`config.mk`:
```
export PLATFORM = sky130hd
export DESIGN_NAME = game_hex_ctrl
export DESIGN_NICKNAME = d
export VERILOG_FILES = /design/src/rtl/game_hex_ctrl.sv
export SDC_FILE = /design/constraint.sdc
export NUM_CORES = 1
export LEC_CHECK = 0
export ABC_AREA = 1
export BUFFER_PORTS_ARGS = -buffer_cell sky130_fd_sc_hd__buf_4
export CORE_ASPECT_RATIO = 1.4
export CORE_UTILIZATION = 40
export CTS_BUF_LIST = sky130_fd_sc_hd__clkbuf_4
export CTS_CLUSTER_DIAMETER = 120
export CTS_CLUSTER_SIZE = 12
export DETAILED_ROUTE_END_ITERATION = 10
export HOLD_SLACK_MARGIN = 0.06
export MAX_ROUTING_LAYER = met4
export SYNTH_ARGS = -nofsm -noshare
export SYNTH_HDL_FRONTEND = slang
export SYNTH_SLANG_ARGS = --single-unit
```
`constraint.sdc`:
```
create_clock -name clk -period 1.3 [get_ports clk]
set_clock_uncertainty 0.05 [all_clocks]
set_input_delay 0.26 -clock clk [delete_from_list [all_inputs] [get_ports clk]]
set_output_delay 0.26 -clock clk [all_outputs]
set_load 0.05 [all_outputs]
```
`src/rtl/game_hex_ctrl.sv`:
```
// rtl/game_hex_ctrl.sv - Avalon-MM seven-segment HEX bank controller with hex decode, raw mode, blink and blank
// Optional register readback is enabled by defining GAME_HEX_CTRL_READBACK_EN.
module game_hex_ctrl #(
    parameter int DIGITS     = 4,
    parameter int BLINK_DIV  = 25000000,
    parameter bit ACTIVE_LOW = 1'b1
) (
    input  logic                  clk,
    input  logic                  reset_n,
    input  logic [2:0]            address,
    input  logic                  chipselect,
    input  logic                  write_n,
    input  logic [31:0]           writedata,
    output logic [31:0]           readdata,
    output logic [DIGITS*7-1:0]   out_port
);
    localparam int              CW       = $clog2(BLINK_DIV);
    localparam int              SW       = DIGITS * 7;
    localparam logic [CW-1:0]   CNT_LAST = CW'(BLINK_DIV - 1);
    localparam logic [SW-1:0]   DARK     = {SW{ACTIVE_LOW}};

    logic [DIGITS*4-1:0] value;
    logic [DIGITS-1:0]   mode;
    logic [DIGITS-1:0]   blink;
    logic [SW-1:0]       raw;
    logic [SW-1:0]       raw_nxt;
    logic [SW-1:0]       pattern;
    logic                blink_en;
    logic                blank;
    logic                phase;
    logic [CW-1:0]       cnt;
    logic                wr;
    logic                unused_writedata;

    assign wr               = chipselect && !write_n;
    assign unused_writedata = ^writedata;

    function automatic logic [6:0] hex_decode(input logic [3:0] n);
        case (n)
            4'h0:    return 7'h3F;
            4'h1:    return 7'h06;
            4'h2:    return 7'h5B;
            4'h3:    return 7'h4F;
            4'h4:    return 7'h66;
            4'h5:    return 7'h6D;
            4'h6:    return 7'h7D;
            4'h7:    return 7'h07;
            4'h8:    return 7'h7F;
            4'h9:    return 7'h6F;
            4'hA:    return 7'h77;
            4'hB:    return 7'h7C;
            4'hC:    return 7'h39;
            4'hD:    return 7'h5E;
            4'hE:    return 7'h79;
            default: return 7'h71;
        endcase
    endfunction

    // RAW_LO feeds digits 0..3 and RAW_HI digits 4..7, both packed 7 bits per digit from bit 0
    always_comb begin
        raw_nxt = raw;
        for (int d = 0; d < DIGITS; d++) begin
            if (wr && ((address == 3'd3 && d < 4) || (address == 3'd4 && d >= 4)))
                raw_nxt[7*d +: 7] = writedata[7*(d%4) +: 7];
        end
    end

    always_comb begin
        pattern = '0;
        for (int d = 0; d < DIGITS; d++) begin
            if (blank || (blink[d] && phase))
                pattern[7*d +: 7] = 7'h00;
            else if (mode[d])
                pattern[7*d +: 7] = raw[7*d +: 7];
            else
                pattern[7*d +: 7] = hex_decode(value[4*d +: 4]);
        end
    end

    always_ff @(posedge clk or negedge reset_n) begin
        if (!reset_n) begin
            value    <= '0;
            mode     <= '0;
            blink    <= '0;
            raw      <= '0;
            blink_en <= 1'b0;
            blank    <= 1'b1;
            cnt      <= '0;
            phase    <= 1'b0;
            out_port <= DARK;
        end else begin
            raw      <= raw_nxt;
            out_port <= pattern ^ DARK;
            if (wr) begin
                case (address)
                    3'd0: value <= writedata[DIGITS*4-1:0];
                    3'd1: mode  <= writedata[DIGITS-1:0];
                    3'd2: blink <= writedata[DIGITS-1:0];
                    3'd5: begin
                        blink_en <= writedata[0];
                        blank    <= writedata[1];
                    end
                    default: ;
                endcase
            end
            // A CTRL write disabling blink beats a simultaneous terminal-count toggle
            if (wr && address == 3'd5 && !writedata[0]) begin
                cnt   <= '0;
                phase <= 1'b0;
            end else if (!blink_en) begin
                cnt   <= '0;
                phase <= 1'b0;
            end else if (cnt == CNT_LAST) begin
                cnt   <= '0;
                phase <= ~phase;
            end else begin
                cnt   <= cnt + CW'(1);
            end
        end
    end

`ifdef GAME_HEX_CTRL_READBACK_EN
    logic [31:0] raw_lo;
    logic [31:0] raw_hi;

    always_comb begin
        raw_lo = '0;
        raw_hi = '0;
        for (int d = 0; d < DIGITS; d++) begin
            if (d < 4)
                raw_lo[7*(d%4) +: 7] = raw[7*d +: 7];
            else
                raw_hi[7*(d%4) +: 7] = raw[7*d +: 7];
        end
    end

    always_comb begin
        readdata = '0;
        case (address)
            3'd0:    readdata = 32'(value);
            3'd1:    readdata = 32'(mode);
            3'd2:    readdata = 32'(blink);
            3'd3:    readdata = raw_lo;
            3'd4:    readdata = raw_hi;
            3'd5:    readdata = {30'd0, blank, blink_en};
            3'd6:    readdata = {31'd0, phase};
            default: readdata = '0;
        endcase
    end
`else
    assign readdata = '0;
`endif

endmodule

```
==> results.toml, run 1 <==
[floorplan]
die-area_um2 = 15020
floorplan.die.height_um = 144.6
initial_utilization_pct = 41.40
core_area_um2 = 14040
die-width_um = 103.9
ios = 99
placementRows = 51

[global_route]
number_of_global_route_vias_before_repair = 5104
grt_pass1_wl_um = 23710
grt.total_usage_pct = 20.41
grt_start_max_net_pins = 32
grt_antenna_before_repair = 0
gr-total-overflow = 0

[outcome]
status = "finished, violations left"
failed_checks = "setup timing"

[synthesis]
synth_async_reset_ratio_pct = 100.0
synthMostInstantiatedCell = "sky130_fd_sc_hd__nand2_1"
mappedNetlistArea_um2 = 5812
synth_top_area_share_pct = 34.02
synth_sequential_area_ratio_pct = 47.13
synthFlopType = "sky130_fd_sc_hd__dfrtp_1"
yosysUniqueCellTypes = 36
number_of_enable_flip_flop_cells_after_synthesis = 0
flip_flop_and_latch_count_after_synthesis = 108
ys_warn_count = 0
synth.cells.most_frequent = "sky130_fd_sc_hd__nand2_1, sky130_fd_sc_hd__dfrtp_1, sky130_fd_sc_hd__o21ai_0"
synth_top_cell_by_area = "sky130_fd_sc_hd__dfrtp_1"
synth_top_cells_by_area = "sky130_fd_sc_hd__dfrtp_1, sky130_fd_sc_hd__dfstp_2, sky130_fd_sc_hd__nand2_1, sky130_fd_sc_hd__o21ai_0, sky130_fd_sc_hd__ha_1"
syn-instance-count = 668
synth.avg_cell_area_um2 = 8.700

[route]
drtAntennaViolNets = 0
vias = 5053
first_pass_iteration_count_of_the_detailed_router = 4
avg_vias_per_cell = 4.873
routed_wirelength_um = 15280
drt_iter0_drc = 267
detail_route.drc_violations = 0
wire_per_inst_um = 14.73

[clock_network]
clk_path_buf_depth = 2
clock_sink_count = 108
cts_made_buffers = 9
tritoncts_clock_tree = "yes"
htree_num_levels = 3
clock_insertion_delay_worst_skew_ns = 0.47
worst_setup_hold_path_clk_slew_ns = 0.16
cts.root.buffer_cell = "sky130_fd_sc_hd__clkbuf_4"

[setup_path]
critical_path_buf_inv_count = 2
critical-path-top-delay-family = "simple AND/OR/NAND/NOR gates"
critical_path_required_ns = 1.62
timing.critical_path.fanout_max = 4
worst_ep_arrival_time_ns = 1.85
critPathMaxStageDelay_ns = 0.48
worst_setup_path_end_kind = "flip-flop"
timing.critical_path.cells = "nand2_1, nor2_1, nand3_2, nor2_4, nor2_8, buf_12, inv_8, nor2_2"
worst_setup_path_start_kind = "flip-flop"
timing.setup.critical_path_class = "reg -> reg"
cpMaxStageDelayCell = "sky130_fd_sc_hd__dfrtp_1"

[run]
maxCapViolations = 0

[finish]
antenna_cells = 0
finish.net_count = 911
area_used_by_sequential_logic_in_the_layout_um2 = 2754
synthesis_to_layout_area_growth_pct = 47.28
filler_cell_count = 1148
finalNonFillerCells = 1037
multiInputGateArea_um2 = 3341
post_route_cells_drive_above_1_share_pct = 45.07

[timing]
final-hold-violation-count = 0
grt_setup_unrepaired = "true"
setup_viol = 65
setup_ws_ns = -0.2275
fin_setup_tns_ns = -10.88
period_share_pct = 117.5
timing.final.max_slew_violations = 0
fmaxAchievable_mhz = 654.7
tmin_final_ns = 1.527

[power_and_ir_drop]
share_comb_of_total_power_pct = 48.0
p_switching_uw = 5381
portion_of_total_power_attributed_to_the_clock_network_pct = 13.5
pwr-share-seq_pct = 38.5
leakage_uw = 0.003752
ir_worst_vdd_uv = 1012
totalPowerFinal_uw = 13010
p_int_uw = 7627
cellPowerDensity_nw_per_um2 = 1520
switching_share_pct = 41.37

[place]
gp_congestion = 0.9791
port_buffers = 62
dpl.hpwl_um = 10020
place_worst_setup_slack_ns = -0.1864
numPlacedInstances = 967

[min_path]
holdCritPathClass = "in -> reg"
==> per-layer routing <==
layer	track usage [%]	vias to the layer above	wire length, um
met2	38.56	117	8663
li1	-	2470	-
met1	21.38	2429	5756
met4	8.872	0	484
met3	2.479	37	372
met5	-	-	0
==> power by group through the flow <==
stage / logic [uW] / registers, uW / clock network [uW]
2_1_floorplan: 1820 / 5980 / 0
3_3_place_gp: 4230 / 4780 / 0
5_1_grt: 6630 / 5080 / 1920
3_5_place_dp: 4320 / 4790 / 0
4_1_cts: 5430 / 4930 / 1830
6_report: 6250 / 5000 / 1760
==> logic make-up (layout without fill, tap and decap cells) <==
| family | after synthesis | after routing | synth area share (%) |
|---|---|---|---|
| flops | 108 | 108 | 47.13 |
| other cells | 1 | 32 | 0.06452 |
| compound gates | 129 | 129 | 12.98 |
| fa+ha+maj | 25 | 25 | 5.382 |
| xor+xnor | 13 | 13 | 1.959 |
| mux | 12 | 12 | 2.325 |
| buf+inv | 112 | 264 | 9.795 |
| simple gates | 268 | 269 | 20.37 |
==> state kept, by name (all words and copies together) (netlist names) <==
name and cells:
raw 28, value 16, mode 4, out_port 28, cnt 25, blink_en 1, phase 1, blank 1
blink 4
==> cells in the final DEF (no fill, tap or decap), types with 5 or more instances in the layout <==
master,Yosys,routed
sky130_fd_sc_hd__dfrtp_2,0,12
sky130_fd_sc_hd__mux2_2,12,12
sky130_fd_sc_hd__dfrtp_1,79,67
sky130_fd_sc_hd__xnor2_1,6,6
sky130_fd_sc_hd__nand2_4,1,13
sky130_fd_sc_hd__a21oi_2,0,7
sky130_fd_sc_hd__nor2_1,62,40
sky130_fd_sc_hd__nand3_1,20,17
sky130_fd_sc_hd__nor2_2,13,24
sky130_fd_sc_hd__dfstp_2,29,29
sky130_fd_sc_hd__o21a_1,6,6
sky130_fd_sc_hd__buf_8,0,27
sky130_fd_sc_hd__xor2_1,7,7
sky130_fd_sc_hd__nor2_4,5,17
sky130_fd_sc_hd__a21oi_1,15,8
sky130_fd_sc_hd__inv_2,0,7
sky130_fd_sc_hd__o211ai_1,23,23
sky130_fd_sc_hd__buf_4,32,108
sky130_fd_sc_hd__clkbuf_4,0,9
sky130_fd_sc_hd__buf_6,0,14
sky130_fd_sc_hd__nand3_2,2,5
sky130_fd_sc_hd__buf_12,1,7
sky130_fd_sc_hd__inv_1,62,48
sky130_fd_sc_hd__nand2_1,151,119
sky130_fd_sc_hd__o21ai_0,71,47
sky130_fd_sc_hd__o21ai_2,0,11
sky130_fd_sc_hd__o21ai_1,0,13
sky130_fd_sc_hd__conb_1,1,32
sky130_fd_sc_hd__nand2_2,5,25
sky130_fd_sc_hd__ha_4,0,22
sky130_fd_sc_hd__dlygate4sd3_1,0,26
==> final timing paths <==
path,end,from,depth (start not counted),slack (ns)
min in group asynchronous,cnt[13],reset_n,2,0.11
worst max-delay path,cnt[15],cnt[16],8,-0.23
max in group asynchronous,out_port[11],reset_n,3,0.60
worst max register to register,cnt[15],cnt[16],8,-0.23
worst min register to register,out_port[23],raw[23],1,0.40
worst min-delay path,mode[3],writedata[3],3,0.09
==> tightest hold or removal path, stage by stage <==
cell	delay, ns
sky130_fd_sc_hd__buf_4	0.07
sky130_fd_sc_hd__inv_1	0.08
sky130_fd_sc_hd__o21ai_0	0.16
==> what timing repair did <==
action	CTS	global route
pin swaps	39	67
buffers inserted	13	11
hold buffers	26	0
endpoints found under the setup margin	78	81
resized for setup	163	126
endpoints found under the hold margin	146	0
cloned	4	0
==> final cells by class <==
| type | count | share of cell area [%] |
|---|---|---|
| sequential | 108 | 32.17 |
| timing repair inverter | 3 | 0.5116 |
| timing repair buffer | 182 | 20.73 |
| tap | 185 | 2.704 |
| inverter | 63 | 3.187 |
| clock buffer | 9 | 0.7894 |
| clock inverter | 7 | 0.8771 |
| multi-input combinational | 480 | 39.03 |
==> stage by stage <==
stage	util [%]	hold slack (ns)	instance area, um^2
after CTS	56.97	0.06251	7998
after global placement	48.99	0.08080	6878
after detailed placement	48.99	0.08032	6878
final	60.97	0.09449	8559
after floorplan	-	-0.08559	5931
after global routing	60.97	0.08247	8559
(Power assumes the default switching activity.)
==> inputs of run 2 (changes only) <==
CAP_MARGIN = 10   (was unset)
PLACE_DENSITY = 0.7   (was unset)
==> results.toml, run 2 (synthesized netlist as in run 1, its figures left out) <==
[timing]
setup_ws_ns = -0.2132
fmaxAchievable_mhz = 660.9
timing.final.max_slew_violations = 0
grt_setup_unrepaired = "true"
period_share_pct = 116.4
final-hold-violation-count = 0
tmin_final_ns = 1.513
setup_viol = 67

[finish]
filler_cell_count = 1142
multiInputGateArea_um2 = 3231
most_common_cell_after_layout_fill_and_taps_aside = "sky130_fd_sc_hd__nand2_1"
finish.net_count = 919
area_used_by_sequential_logic_in_the_layout_um2 = 2753
biggestRegsByFlops = "out_port x28, raw x28, cnt x25"
mostFrequentLayoutCells = "sky130_fd_sc_hd__nand2_1, sky130_fd_sc_hd__buf_4, sky130_fd_sc_hd__dfrtp_1"
layout.core_utilization_pct = 60.18
post_route_cell_area_um2 = 8448
post_route_cells_drive_above_1_share_pct = 43.60
finalNonFillerCells = 1046
synthesis_to_layout_area_growth_pct = 45.36

[clock_network]
tritoncts_clock_tree = "yes"
cts.root.buffer_cell = "sky130_fd_sc_hd__clkbuf_4"
clock_insertion_delay_worst_skew_ns = 0.48
clock_sink_count = 108
worst_setup_hold_path_clk_slew_ns = 0.17
clk_path_buf_depth = 2
htree_num_levels = 3
cts_made_buffers = 9

[power_and_ir_drop]
p_int_uw = 7392
pwr-share-seq_pct = 39.4
switching_share_pct = 41.18
cellPowerDensity_nw_per_um2 = 1488
share_comb_of_total_power_pct = 48.3
ir_worst_vdd_uv = 1131
totalPowerFinal_uw = 12570
p_switching_uw = 5175
portion_of_total_power_attributed_to_the_clock_network_pct = 12.4
leakage_uw = 0.003759

[route]
avg_vias_per_cell = 4.877
vias = 5101
routed_wirelength_um = 14620
topRoutingLayerUsed = "met4"
wl_met2_um = 8193
wl_met1_um = 5423
wire_per_inst_um = 13.97
first_pass_iteration_count_of_the_detailed_router = 5
drtAntennaViolNets = 0
drt_iter0_drc = 283
detail_route.drc_violations = 0
routed-wl-met3_um = 423

[global_route]
grt_start_max_net_pins = 46
grt_pass1_wl_um = 22820
gr-total-overflow = 0
grt.total_usage_pct = 19.75
grt_antenna_before_repair = 1
number_of_global_route_vias_before_repair = 5044

[setup_path]
critical_path.reg2reg.endpoint = "phase"
critical_path_required_ns = 0.99
timing.setup.critical_path_class = "reg -> out"
critPathMaxStageDelay_ns = 0.58
worstRegToRegCells = 9
timing.critical_path.fanout_max = 1
timing.critical_path.cells = "buf_8"
critical-path-top-delay-family = "flip-flops"
worst_setup_path_end_kind = "primary output"
worst_ep_arrival_time_ns = 1.20
worst_r2r_startpoint = "cnt[0]"
critical_path.startpoint = "out_port[12]"
critical_path_buf_inv_count = 1
ff2ff_setup_slack_ns = -0.21
worst_setup_path_start_kind = "flip-flop"
cpMaxStageDelayCell = "sky130_fd_sc_hd__dfstp_2"

[floorplan]
core_area_um2 = 14040
initial_utilization_pct = 41.40
die-area_um2 = 15020
ios = 99
placementRows = 51
floorplan.die.height_um = 144.6
die-width_um = 103.9

[min_path]
min_delay_worst_endpoint = "raw[2]"
holdCritPathClass = "in -> reg"
timing.hold.worst_path_depth = 3
hold_path_startpoint = "writedata[2]"

[place]
gp_congestion = 0.9181
place_worst_setup_slack_ns = -0.1843
dpl.hpwl_um = 9614
numPlacedInstances = 975
port_buffers = 62
dpl_cell_area_um2 = 6925

[outcome]
failed_checks = "setup timing"
status = "finished, violations left"

[run]
maxCapViolations = 0
[run 2: changes by cell type in the layout (fill, tap and decap cells not counted), moves of 4 or more]
cell                      before  now
sky130_fd_sc_hd__nor2_1       40   53
sky130_fd_sc_hd__buf_4       108  116
sky130_fd_sc_hd__nor2_2       24   17
sky130_fd_sc_hd__nor2_4       17   11
sky130_fd_sc_hd__o21ai_1      13   18
sky130_fd_sc_hd__inv_2         7    3
sky130_fd_sc_hd__nand2_4      13    9
[run 2: repair_timing]
action,in CTS,in global routing
resized for setup,130,129
pin swaps,31,68
setup buffers,12,13
cloned,4,0
hold buffers,26,0
endpoints found under the setup margin,78,82
endpoints found under the hold margin,130,0
[run 2: metrics by stage]
stage / hold WS [ns] / setup TNS, ns
after global placement: 0.09175 / -3.615
after detailed placement: 0.09395 / -4.572
after CTS: 0.06427 / -9.831
after global routing: 0.07564 / -15.52
final: 0.07169 / -10.19
after floorplan: -0.08559 / -1.624
[run 2: routing by layer]
layer  track usage (%)  up-vias
met5                 -        -
met2             36.95      133
met1             19.50     2428
met4             12.03        0
li1                  -     2494
met3             2.704       46
[run 2: how the worst max path moves through the flow]
stage                              end  slack (ns)  cells past startpoint
after floorplan                cnt[11]       -0.14                      9
after global placement         cnt[12]       -0.16                      8
after detailed placement       cnt[17]       -0.18                      8
after CTS                 out_port[14]       -0.22                      1
after global routing           cnt[23]       -0.31                      9
final                     out_port[12]       -0.21                      1
[run 2: power by group through the flow]
stage / clock network (uW) / registers [uW] / logic, uW
finish: 1550 / 4950 / 6070
global route: 1710 / 5040 / 6440
CTS: 1590 / 4890 / 5310
detailed placement: 0 / 4780 / 4320
global placement: 0 / 4770 / 4260
floorplan: 0 / 5980 / 1820
[run 2: layout make-up]
type	count	share of cell area, %
multi-input combinational	480	38.24
sequential	108	32.58
timing repair buffer	190	21.45
inverter	63	3.288
tap	185	2.740
clock buffer	12	1.066
clock inverter	4	0.3258
timing repair inverter	3	0.2814
antenna	1	0.02962
